==> src/rtl/rx_output_guard.sv <==
// Output guard between serial_rx and the OUT[3:0] pins: blanks outputs until the link is
// stable and limits per-channel on-time. Optional sticky fault latch: RX_GUARD_LATCH_EN.
module rx_output_guard #(
    parameter int unsigned MAX_ON_CYC  = 30000,
    parameter int unsigned MIN_OFF_CYC = 6000,
    parameter int unsigned RELOCK_CYC  = 60000
) (
    input  logic       i_clk,
    input  logic       i_res_n,
    input  logic [3:0] i_data,
    input  logic       i_my_lock,
    input  logic       i_sfp_los,
    output logic [3:0] o_data,
    output logic       o_active,
    output logic       o_fault,
    output logic [7:0] o_trip_cnt
);
    localparam int unsigned CW  = 16;
    localparam int unsigned NCH = 4;
    localparam logic [CW-1:0] HOLD_LAST = CW'(RELOCK_CYC - 1);
    localparam logic [CW-1:0] ON_LAST   = CW'(MAX_ON_CYC - 1);
    localparam logic [CW-1:0] OFF_LAST  = CW'(MIN_OFF_CYC - 1);

    typedef enum logic [1:0] {
        BLANK = 2'd0,
        HOLD  = 2'd1,
        RUN   = 2'd2
    } state_t;

    state_t         state, state_nxt;
    logic [CW-1:0]  hold_cnt, hold_cnt_nxt;
    logic [CW-1:0]  on_cnt      [NCH];
    logic [CW-1:0]  on_cnt_nxt  [NCH];
    logic [CW-1:0]  off_cnt     [NCH];
    logic [CW-1:0]  off_cnt_nxt [NCH];
    logic [NCH-1:0] trip, trip_nxt, trip_set;
    logic [2:0]     new_trips;
    logic [8:0]     trip_sum;
    logic [7:0]     trip_cnt_nxt;
    logic           link_ok, run_ok, freeze, force_blank;

    assign link_ok = i_my_lock & ~i_sfp_los;
    assign run_ok  = (state == RUN) & link_ok;

`ifdef RX_GUARD_LATCH_EN
    // Sticky fault: once any channel trips, only reset brings the outputs back.
    logic fault_latch;
    always_ff @(posedge i_clk or negedge i_res_n) begin
        if (!i_res_n)
            fault_latch <= 1'b0;
        else if (|trip_set)
            fault_latch <= 1'b1;
    end
    assign freeze      = fault_latch;
    assign force_blank = fault_latch | (|trip_set);
`else
    assign freeze      = 1'b0;
    assign force_blank = 1'b0;
`endif

    // Global link/relock state machine.
    always_comb begin
        state_nxt    = state;
        hold_cnt_nxt = hold_cnt;
        if (!link_ok || force_blank) begin
            state_nxt    = BLANK;
            hold_cnt_nxt = '0;
        end else begin
            case (state)
                BLANK: begin
                    hold_cnt_nxt = '0;
                    state_nxt    = HOLD;
                end
                HOLD: begin
                    if (hold_cnt == HOLD_LAST) begin
                        if (i_data == 4'h0)
                            state_nxt = RUN;
                    end else begin
                        hold_cnt_nxt = hold_cnt + CW'(1);
                    end
                end
                RUN:     hold_cnt_nxt = '0;
                default: state_nxt = BLANK;
            endcase
        end
    end

    // Per-channel on-time limit and off-time re-arm.
    always_comb begin
        for (int n = 0; n < int'(NCH); n++) begin
            on_cnt_nxt[n]  = on_cnt[n];
            off_cnt_nxt[n] = off_cnt[n];
            trip_nxt[n]    = trip[n];
            trip_set[n]    = 1'b0;
            if (!run_ok) begin
                if (!freeze) begin
                    on_cnt_nxt[n]  = '0;
                    off_cnt_nxt[n] = '0;
                    trip_nxt[n]    = 1'b0;
                end
            end else if (!trip[n]) begin
                off_cnt_nxt[n] = '0;
                if (!i_data[n]) begin
                    on_cnt_nxt[n] = '0;
                end else if (on_cnt[n] == ON_LAST) begin
                    on_cnt_nxt[n] = '0;
                    trip_nxt[n]   = 1'b1;
                    trip_set[n]   = 1'b1;
                end else begin
                    on_cnt_nxt[n] = on_cnt[n] + CW'(1);
                end
            end else begin
                on_cnt_nxt[n] = '0;
                if (i_data[n]) begin
                    off_cnt_nxt[n] = '0;
                end else if (off_cnt[n] == OFF_LAST) begin
                    off_cnt_nxt[n] = '0;
                    trip_nxt[n]    = 1'b0;
                end else begin
                    off_cnt_nxt[n] = off_cnt[n] + CW'(1);
                end
            end
        end
    end

    // Saturating trip-event counter; simultaneous trips each count.
    always_comb begin
        new_trips = '0;
        for (int n = 0; n < int'(NCH); n++)
            new_trips = new_trips + 3'(trip_set[n]);
        trip_sum     = 9'(o_trip_cnt) + 9'(new_trips);
        trip_cnt_nxt = trip_sum[8] ? 8'hFF : trip_sum[7:0];
    end

    always_ff @(posedge i_clk or negedge i_res_n) begin
        if (!i_res_n) begin
            state      <= BLANK;
            hold_cnt   <= '0;
            trip       <= '0;
            o_data     <= '0;
            o_active   <= 1'b0;
            o_fault    <= 1'b0;
            o_trip_cnt <= '0;
            for (int n = 0; n < int'(NCH); n++) begin
                on_cnt[n]  <= '0;
                off_cnt[n] <= '0;
            end
        end else begin
            state      <= state_nxt;
            hold_cnt   <= hold_cnt_nxt;
            trip       <= trip_nxt;
            o_data     <= i_data & {NCH{run_ok}} & ~trip & ~{NCH{freeze}};
            o_active   <= (state_nxt == RUN);
            o_fault    <= (|trip_nxt) | force_blank;
            o_trip_cnt <= trip_cnt_nxt;
            for (int n = 0; n < int'(NCH); n++) begin
                on_cnt[n]  <= on_cnt_nxt[n];
                off_cnt[n] <= off_cnt_nxt[n];
            end
        end
    end
endmodule

==> config.mk <==
export PLATFORM = sky130hd
export DESIGN_NAME = rx_output_guard
export DESIGN_NICKNAME = d
export VERILOG_FILES = /design/src/rtl/rx_output_guard.sv
export SDC_FILE = /design/constraint.sdc
export NUM_CORES = 1
export LEC_CHECK = 0
export ABC_AREA = 1
export ABC_CLOCK_PERIOD_IN_PS = 8500
export BUFFER_PORTS_ARGS = -buffer_cell sky130_fd_sc_hd__buf_2
export CORE_AREA = 3 3 107 135
export CTS_BUF_LIST = sky130_fd_sc_hd__clkbuf_8
export DETAILED_ROUTE_END_ITERATION = 16
export DIE_AREA = 0 0 110 138
export MAX_ROUTING_LAYER = met4
export PLACE_DENSITY_LB_ADDON = 0.2
export SETUP_SLACK_MARGIN = 0.4
export SLEW_MARGIN = 20
export SYNTH_ARGS = -nofsm -noshare
export SYNTH_HDL_FRONTEND = slang
export SYNTH_SLANG_ARGS = --single-unit
==> constraint.sdc <==
create_clock -name i_clk -period 8.5 [get_ports i_clk]
set_input_delay 1.7 -clock i_clk [delete_from_list [all_inputs] [get_ports i_clk]]
set_output_delay 1.7 -clock i_clk [all_outputs]
set_load 0.005 [all_outputs]
==> impl_metrics.tcl, run 1 <==
set metrics [dict create \
    status "completed" \
    worstPathRequired_ns 8.88 \
    cp_max_fo 11 \
    ys_warn_count 0 \
    numCtsBuffers 17 \
    die_h_um 138 \
    core-area_mm2 0.0132 \
    rsz0062_at_grt "no" \
    setup_viol 0 \
    start_util_pct 64.5 \
    yosysUniqueCellTypes 38 \
    post_cts_resized 0 \
    clk_pin_slew_ns 0.09 \
    maxSlewViolCount 0 \
    syn_nets 1140 \
    cts_hold_buf 0 \
    maxCapViolations 0 \
    grt_max_degree 94 \
    tns_ns 0 \
    critPathKind "primary input to flip-flop" \
    drtIter0Drc 340 \
    grt_overflow 0 \
    ys_seq_area_share_pct 48.1 \
    final_nets 1177 \
    synthArstFlopShare_pct 100 \
    rows 47 \
    ant_nets 0 \
    grt_pass1_vias 6631 \
    fin_crit_sh_pct 51.8 \
    timing.reg2reg.setup_slack_ns 5.07 \
    layout-drive-gt1-share_pct 7.70 \
    h-tree-depth 4 \
    ir_drop_mv 0.109 \
    die_w_um 110 \
    postSynthAreaPerCell_um2 7.63 \
    synth_ff_type "dfrtp_1" \
    clock_path_buffers 2 \
    worst_ep_arrival_time_ns 4.78 \
    endpoint_kind "flip-flop" \
    die-area_mm2 0.0152 \
    vias 7029 \
    fin_worst_skew_ns 0.0136 \
    root_buffer "clkbuf_8" \
    min_path_type "flip-flop to flip-flop" \
    postCtsSetupBuffers 0 \
    cts.sink_count 164 \
    grt_pass1_wl_um 28700 \
    hold_violations 0 \
    portBuffers 21 \
    finalWeightedCongestion 0.939 \
    drc 0 \
    dr.pass1.iters 5 \
    diodes 0 \
    rr_worst_depth 17 \
    avgRoutedWirePerCell_um 12.3 \
    fmax_mhz 227 \
    syn_inst 1119 \
    worstMarginPinSlew_ns 0.878 \
    drt-vias-per-instance 5.25 \
    clkLatencyLatePin_ns 0.46 \
    wl_um 16400 \
    cts_tree "done" \
    hold_ws_ns 0.460 \
    synth_edf_count 0 \
    p_per_area_mw_per_mm2 150 \
    period_minus_slack_ns 4.40 \
    syn_area_mm2 0.00853 \
    dpl.hpwl_um 11700 \
    top_level_ports 22 \
    synth_seq_cells 164 \
    hold_depth 1 \
    grt_antenna_before_repair 0 \
    startpoint_type "primary input" \
    p_leak_nw 4.30 \
    slew_headroom_pct 41.4 \
    grt_util_all_layers_pct 23.8 \
    area_delta_synth_final_pct 8.42 \
]
==> routing by layer <==
metal,track usage [%],wire length (µm),vias to the layer above
met3,4.52,512,26
met1,30.3,7410,3286
met4,6.96,252,0
met5,-,0,-
li1,-,-,3606
met2,38.5,8250,111
==> cell families (layout without fill, tap and decap cells) <==
group                    count (synthesis)  in the layout  share of synthesized area (%)
AO/OA/AOI/OAI                          101            101                           6.41
flip-flops                             164            164                           48.1
XOR/XNOR                                21             21                           2.16
adder cells (fa/ha/maj)                 13             13                           2.17
AND/OR/NAND/NOR                        645            645                           33.2
buffers and inverters                  175            225                           7.96
==> final timing paths <==
kind,from,end
setup / recovery,i_sfp_los,o_trip_cnt[2]
max in group asynchronous,i_res_n,off_cnt[27]
hold reg to reg,off_cnt[32],off_cnt[32]
setup reg to reg,state[1],o_trip_cnt[2]
hold / removal,off_cnt[32],off_cnt[32]
min in group asynchronous,i_res_n,on_cnt[57]
==> cells in the mapped netlist, types with 2 or more instances <==
cell type	instances	share of area, %
ha_1	10	1.5
inv_1	163	7.2
o21ai_1	3	0.18
nor2_4	3	0.40
a211oi_1	3	0.26
nand2_2	6	0.44
xnor2_1	7	0.72
o21ai_0	36	2.1
o21a_1	3	0.26
nand4_1	25	1.8
buf_6	2	0.26
o21bai_1	6	0.53
nor2_1	226	9.9
inv_2	7	0.31
xor2_1	14	1.4
nor2_2	3	0.22
buf_2	2	0.12
nor3_4	3	0.57
or2_2	3	0.22
dfrtp_1	164	48
nor3_2	6	0.70
nand2_1	245	11
fa_1	3	0.70
nor3_1	42	2.5
nor3b_1	10	0.88
nor4_1	2	0.15
nand3_1	58	3.4
a31oi_1	5	0.37
and3_1	7	0.51
a21oi_1	44	2.6
==> metrics by stage <==
stage	instances	instance area (µm²)	total power [mW]	worst slack (ns)	utilization, %
2_1_floorplan	1119	8530	0.800	4.41	-
3_3_place_gp	1308	8830	0.819	3.79	66.8
3_5_place_dp	1308	8830	0.819	3.70	66.8
4_1_cts	1340	9250	1.40	4.12	69.9
5_1_grt	1340	9250	1.44	3.76	69.9
6_report	1340	9250	1.39	4.10	69.9
==> cell type report <==
type	count	area, µm²
Inverter	171	647
Clock inverter	13	156
Tap cell	171	214
Clock buffer	19	262
Timing Repair Buffer	22	119
Fill cell	1114	3980
Sequential cell	164	4100
Multi-Input combinational cell	780	3750
==> flip-flops by register name, summed over array words and instances, names as in the netlist <==
name	count
o_active	1
on_cnt	64
hold_cnt	16
state	2
o_fault	1
off_cnt	64
o_data	4
trip	4
o_trip_cnt	8
==> worst max-delay path, stage by stage <==
cell and delay, ns:
buf_2 0.12, nor2_4 0.12, nand2_1 0.37, inv_1 0.28, nand2_2 0.11, nor2_4 0.12, nand2_1 0.08, fa_1 0.47
fa_1 0.42, inv_1 0.09, fa_1 0.18, nand2_1 0.08, nor2_1 0.12, inv_1 0.09, nor2_1 0.15, nand2_1 0.17
o21ai_0 0.12
==> power by group <==
group	internal [mW]	leakage (nW)	total, mW	switching, mW
logic	0.00272	1.82	0.0216	0.0188
clock network	0.305	0.212	0.587	0.282
registers	0.780	2.28	0.780	0.000354
total	1.09	4.30	1.39	0.301
==> layout by cell type (no fill, tap or decap), drive strengths merged, types with 22 or more instances in the layout <==
cell type | netlist | final
o21ai | 39 | 39
nand3 | 59 | 59
nor2 | 233 | 233
a21oi | 44 | 44
buf | 4 | 22
nand4 | 25 | 25
nand2 | 252 | 252
inv | 170 | 171
nor3 | 51 | 51
dfrtp | 164 | 164
No activity file was read; power rests on OpenSTA's default activity.
==> run 2, diff against run 1 <==
--- a/config.mk
+++ b/config.mk
@@ -6,7 +6,7 @@
 export NUM_CORES = 1
 export LEC_CHECK = 0
 export ABC_AREA = 1
-export ABC_CLOCK_PERIOD_IN_PS = 8500
+export ABC_CLOCK_PERIOD_IN_PS = 4500
 export BUFFER_PORTS_ARGS = -buffer_cell sky130_fd_sc_hd__buf_2
 export CORE_AREA = 3 3 107 135
 export CTS_BUF_LIST = sky130_fd_sc_hd__clkbuf_8
==> constraint.sdc (replaced) <==
create_clock -name i_clk -period 4.5 [get_ports i_clk]
set_input_delay 0.9 -clock i_clk [delete_from_list [all_inputs] [get_ports i_clk]]
set_output_delay 0.9 -clock i_clk [all_outputs]
set_load 0.005 [all_outputs]
==> run 2 against run 1 <==
Combinational power increased by 98%. Sequential cell count did not move. Sequential power up 88%. Setup slack worse by 2.9 ns. Core utilization grew 0.19 points. First-iteration DRC count up 21%. Hold slack worse by 0.0029 ns. Critical path type unchanged. Register-to-register slack got worse by 3.7 ns. Total power is 91% higher. Non-clock buffer count is 1 higher. Critical endpoint unchanged. Critical path depth rose by 1. Routed wire length shrank 1.1%.
==> impl_metrics.tcl, run 2 (synthesis results as in run 1) <==
set metrics [dict create \
    status "completed" \
    hold_depth 1 \
    grt_util_all_layers_pct 24.3 \
    fin_ws_ns 1.18 \
    diodes 0 \
    reg2reg_to "o_trip_cnt[2]" \
    p_switching_mw 0.596 \
    seq_area_mm2 0.00410 \
    ir_drop_mv 0.191 \
    fmax_mhz 301 \
    min_path_type "flip-flop to flip-flop" \
    grt_max_degree 105 \
    wl_um 16200 \
    p_sw_share_pct 22.5 \
    layout_commonest_cell "nand2_1" \
    ant_nets 0 \
    p_seq_share_pct 55.7 \
    drt-vias-per-instance 5.20 \
    grt_pass1_vias 6695 \
    startpoint_type "primary input" \
    clk_pin_slew_ns 0.09 \
    hp-start "on_cnt[48]" \
    dr.pass1.iters 6 \
    worstMarginPinSlew_ns 0.952 \
    post_cts_resized 0 \
    endpoint_kind "flip-flop" \
    worstPathRequired_ns 4.88 \
    vias 6974 \
    die_h_um 138 \
    root_buffer "clkbuf_8" \
    fin_worst_skew_ns 0.0102 \
    tns_ns 0 \
    cts_hold_buf 0 \
    combPwrFrac_pct 1.6 \
    p_per_area_mw_per_mm2 285 \
    die-area_mm2 0.0152 \
    h-tree-depth 4 \
    grt_antenna_before_repair 0 \
    critPathKind "primary input to flip-flop" \
    final_cell_mix "245 x nand2_1, 226 x nor2_1, 164 x dfrtp_1, 163 x inv_1, 58 x nand3_1" \
    clkLatencyLatePin_ns 0.47 \
    multi_input_area_mm2 0.00375 \
    rsz0062_at_grt "no" \
    period_minus_slack_ns 3.32 \
    timing.reg2reg.setup_slack_ns 1.33 \
    core-area_mm2 0.0132 \
    drtIter0Drc 412 \
    cp_max_fo 6 \
    pwr-share-clk_pct 42.7 \
    final_nets 1178 \
    worst_r2r_startpoint "on_cnt[48]" \
    top_level_ports 22 \
    num-fill-cells 1117 \
    setup_viol 0 \
    die_w_um 110 \
    layout-drive-gt1-share_pct 7.78 \
    grt_overflow 0 \
    dp_slack_ns 0.720 \
    numCtsBuffers 17 \
    finalWeightedCongestion 0.906 \
    rows 47 \
    clock_path_buffers 2 \
    portBuffers 21 \
    slew_headroom_pct 36.5 \
    cts_tree "done" \
    worst_ep_arrival_time_ns 3.71 \
    start_util_pct 64.5 \
    hold_violations 0 \
    rr_worst_depth 16 \
    fin_crit_sh_pct 73.9 \
    reg.largest.list "off_cnt (64), on_cnt (64), hold_cnt (16)" \
    cts.sink_count 164 \
    dpl.hpwl_um 11600 \
    holdPathEnd "on_cnt[48]" \
    internal_power_mw 2.05 \
    maxCapViolations 0 \
    avgRoutedWirePerCell_um 12.1 \
    area_delta_synth_final_pct 8.71 \
    maxSlewViolCount 0 \
    p_leak_nw 4.31 \
    grt_pass1_wl_um 29100 \
    drc 0 \
    postCtsSetupBuffers 0 \
]
## run 2: cell count changes in the layout (fill, tap and decap cells not counted), sizes merged
cell,before,now
buf,22,23
clkbuf,19,18
clkinv,8,4
clkinvlp,2,3
inv,171,175
## run 2: power groups by stage
stage / clock network, mW / registers [mW] / logic [mW]
after floorplan: 0 / 1.50 / 0.00705
after global placement: 0 / 1.50 / 0.0453
after detailed placement: 0 / 1.50 / 0.0456
after CTS: 1.16 / 1.47 / 0.0455
after global routing: 1.22 / 1.47 / 0.0506
final: 1.13 / 1.47 / 0.0428
## run 2: final cells by class
type                            count  share of cell area, %
Clock buffer                       18                   2.67
Timing Repair Buffer               23                   1.50
Tap cell                          171                   2.31
Sequential cell                   164                   44.2
Inverter                          171                   6.97
Multi-Input combinational cell    780                   40.4
Clock inverter                     14                   1.89
## run 2: routing by layer
metal  wire length [µm]  GRT usage [%]  vias up
met5                  0              -        -
met4                463           10.4        0
met3                529           4.34       34
met2               7760           38.0      126
met1               7490           31.0     3202
li1                   -              -     3612
## run 2: worst max path at each step
| stage | start | to | depth (start not counted) |
|---|---|---|---|
| after detailed placement | i_sfp_los | o_trip_cnt[2] | 17 |
| after CTS | i_sfp_los | o_trip_cnt[2] | 17 |
| after global routing | i_my_lock | o_trip_cnt[2] | 18 |
| after global placement | i_sfp_los | o_trip_cnt[2] | 17 |
| after floorplan | i_my_lock | o_trip_cnt[2] | 16 |
| final | i_my_lock | o_trip_cnt[2] | 18 |
## run 2: worst max-delay path, cell delays in order
cell,delay [ns]
buf_2,0.09
inv_1,0.05
nor2_4,0.11
nand2_1,0.22
inv_1,0.20
nand2_2,0.10
nor2_4,0.11
nand2_1,0.08
fa_1,0.47
fa_1,0.43
inv_1,0.09
fa_1,0.18
nand2_1,0.08
nor2_1,0.09
inv_1,0.08
nor2_1,0.15
nand2_1,0.16
o21ai_0,0.11
## run 2: stage by stage
step	total power [mW]	utilization [%]	hold WS [ns]	instances	cell area, µm²
after floorplan	1.51	-	0.425	1119	8530
after global placement	1.55	66.9	0.445	1309	8850
after detailed placement	1.55	66.9	0.450	1309	8850
after CTS	2.68	70.1	0.462	1341	9280
after global routing	2.74	70.1	0.475	1341	9280
final	2.65	70.1	0.457	1341	9280
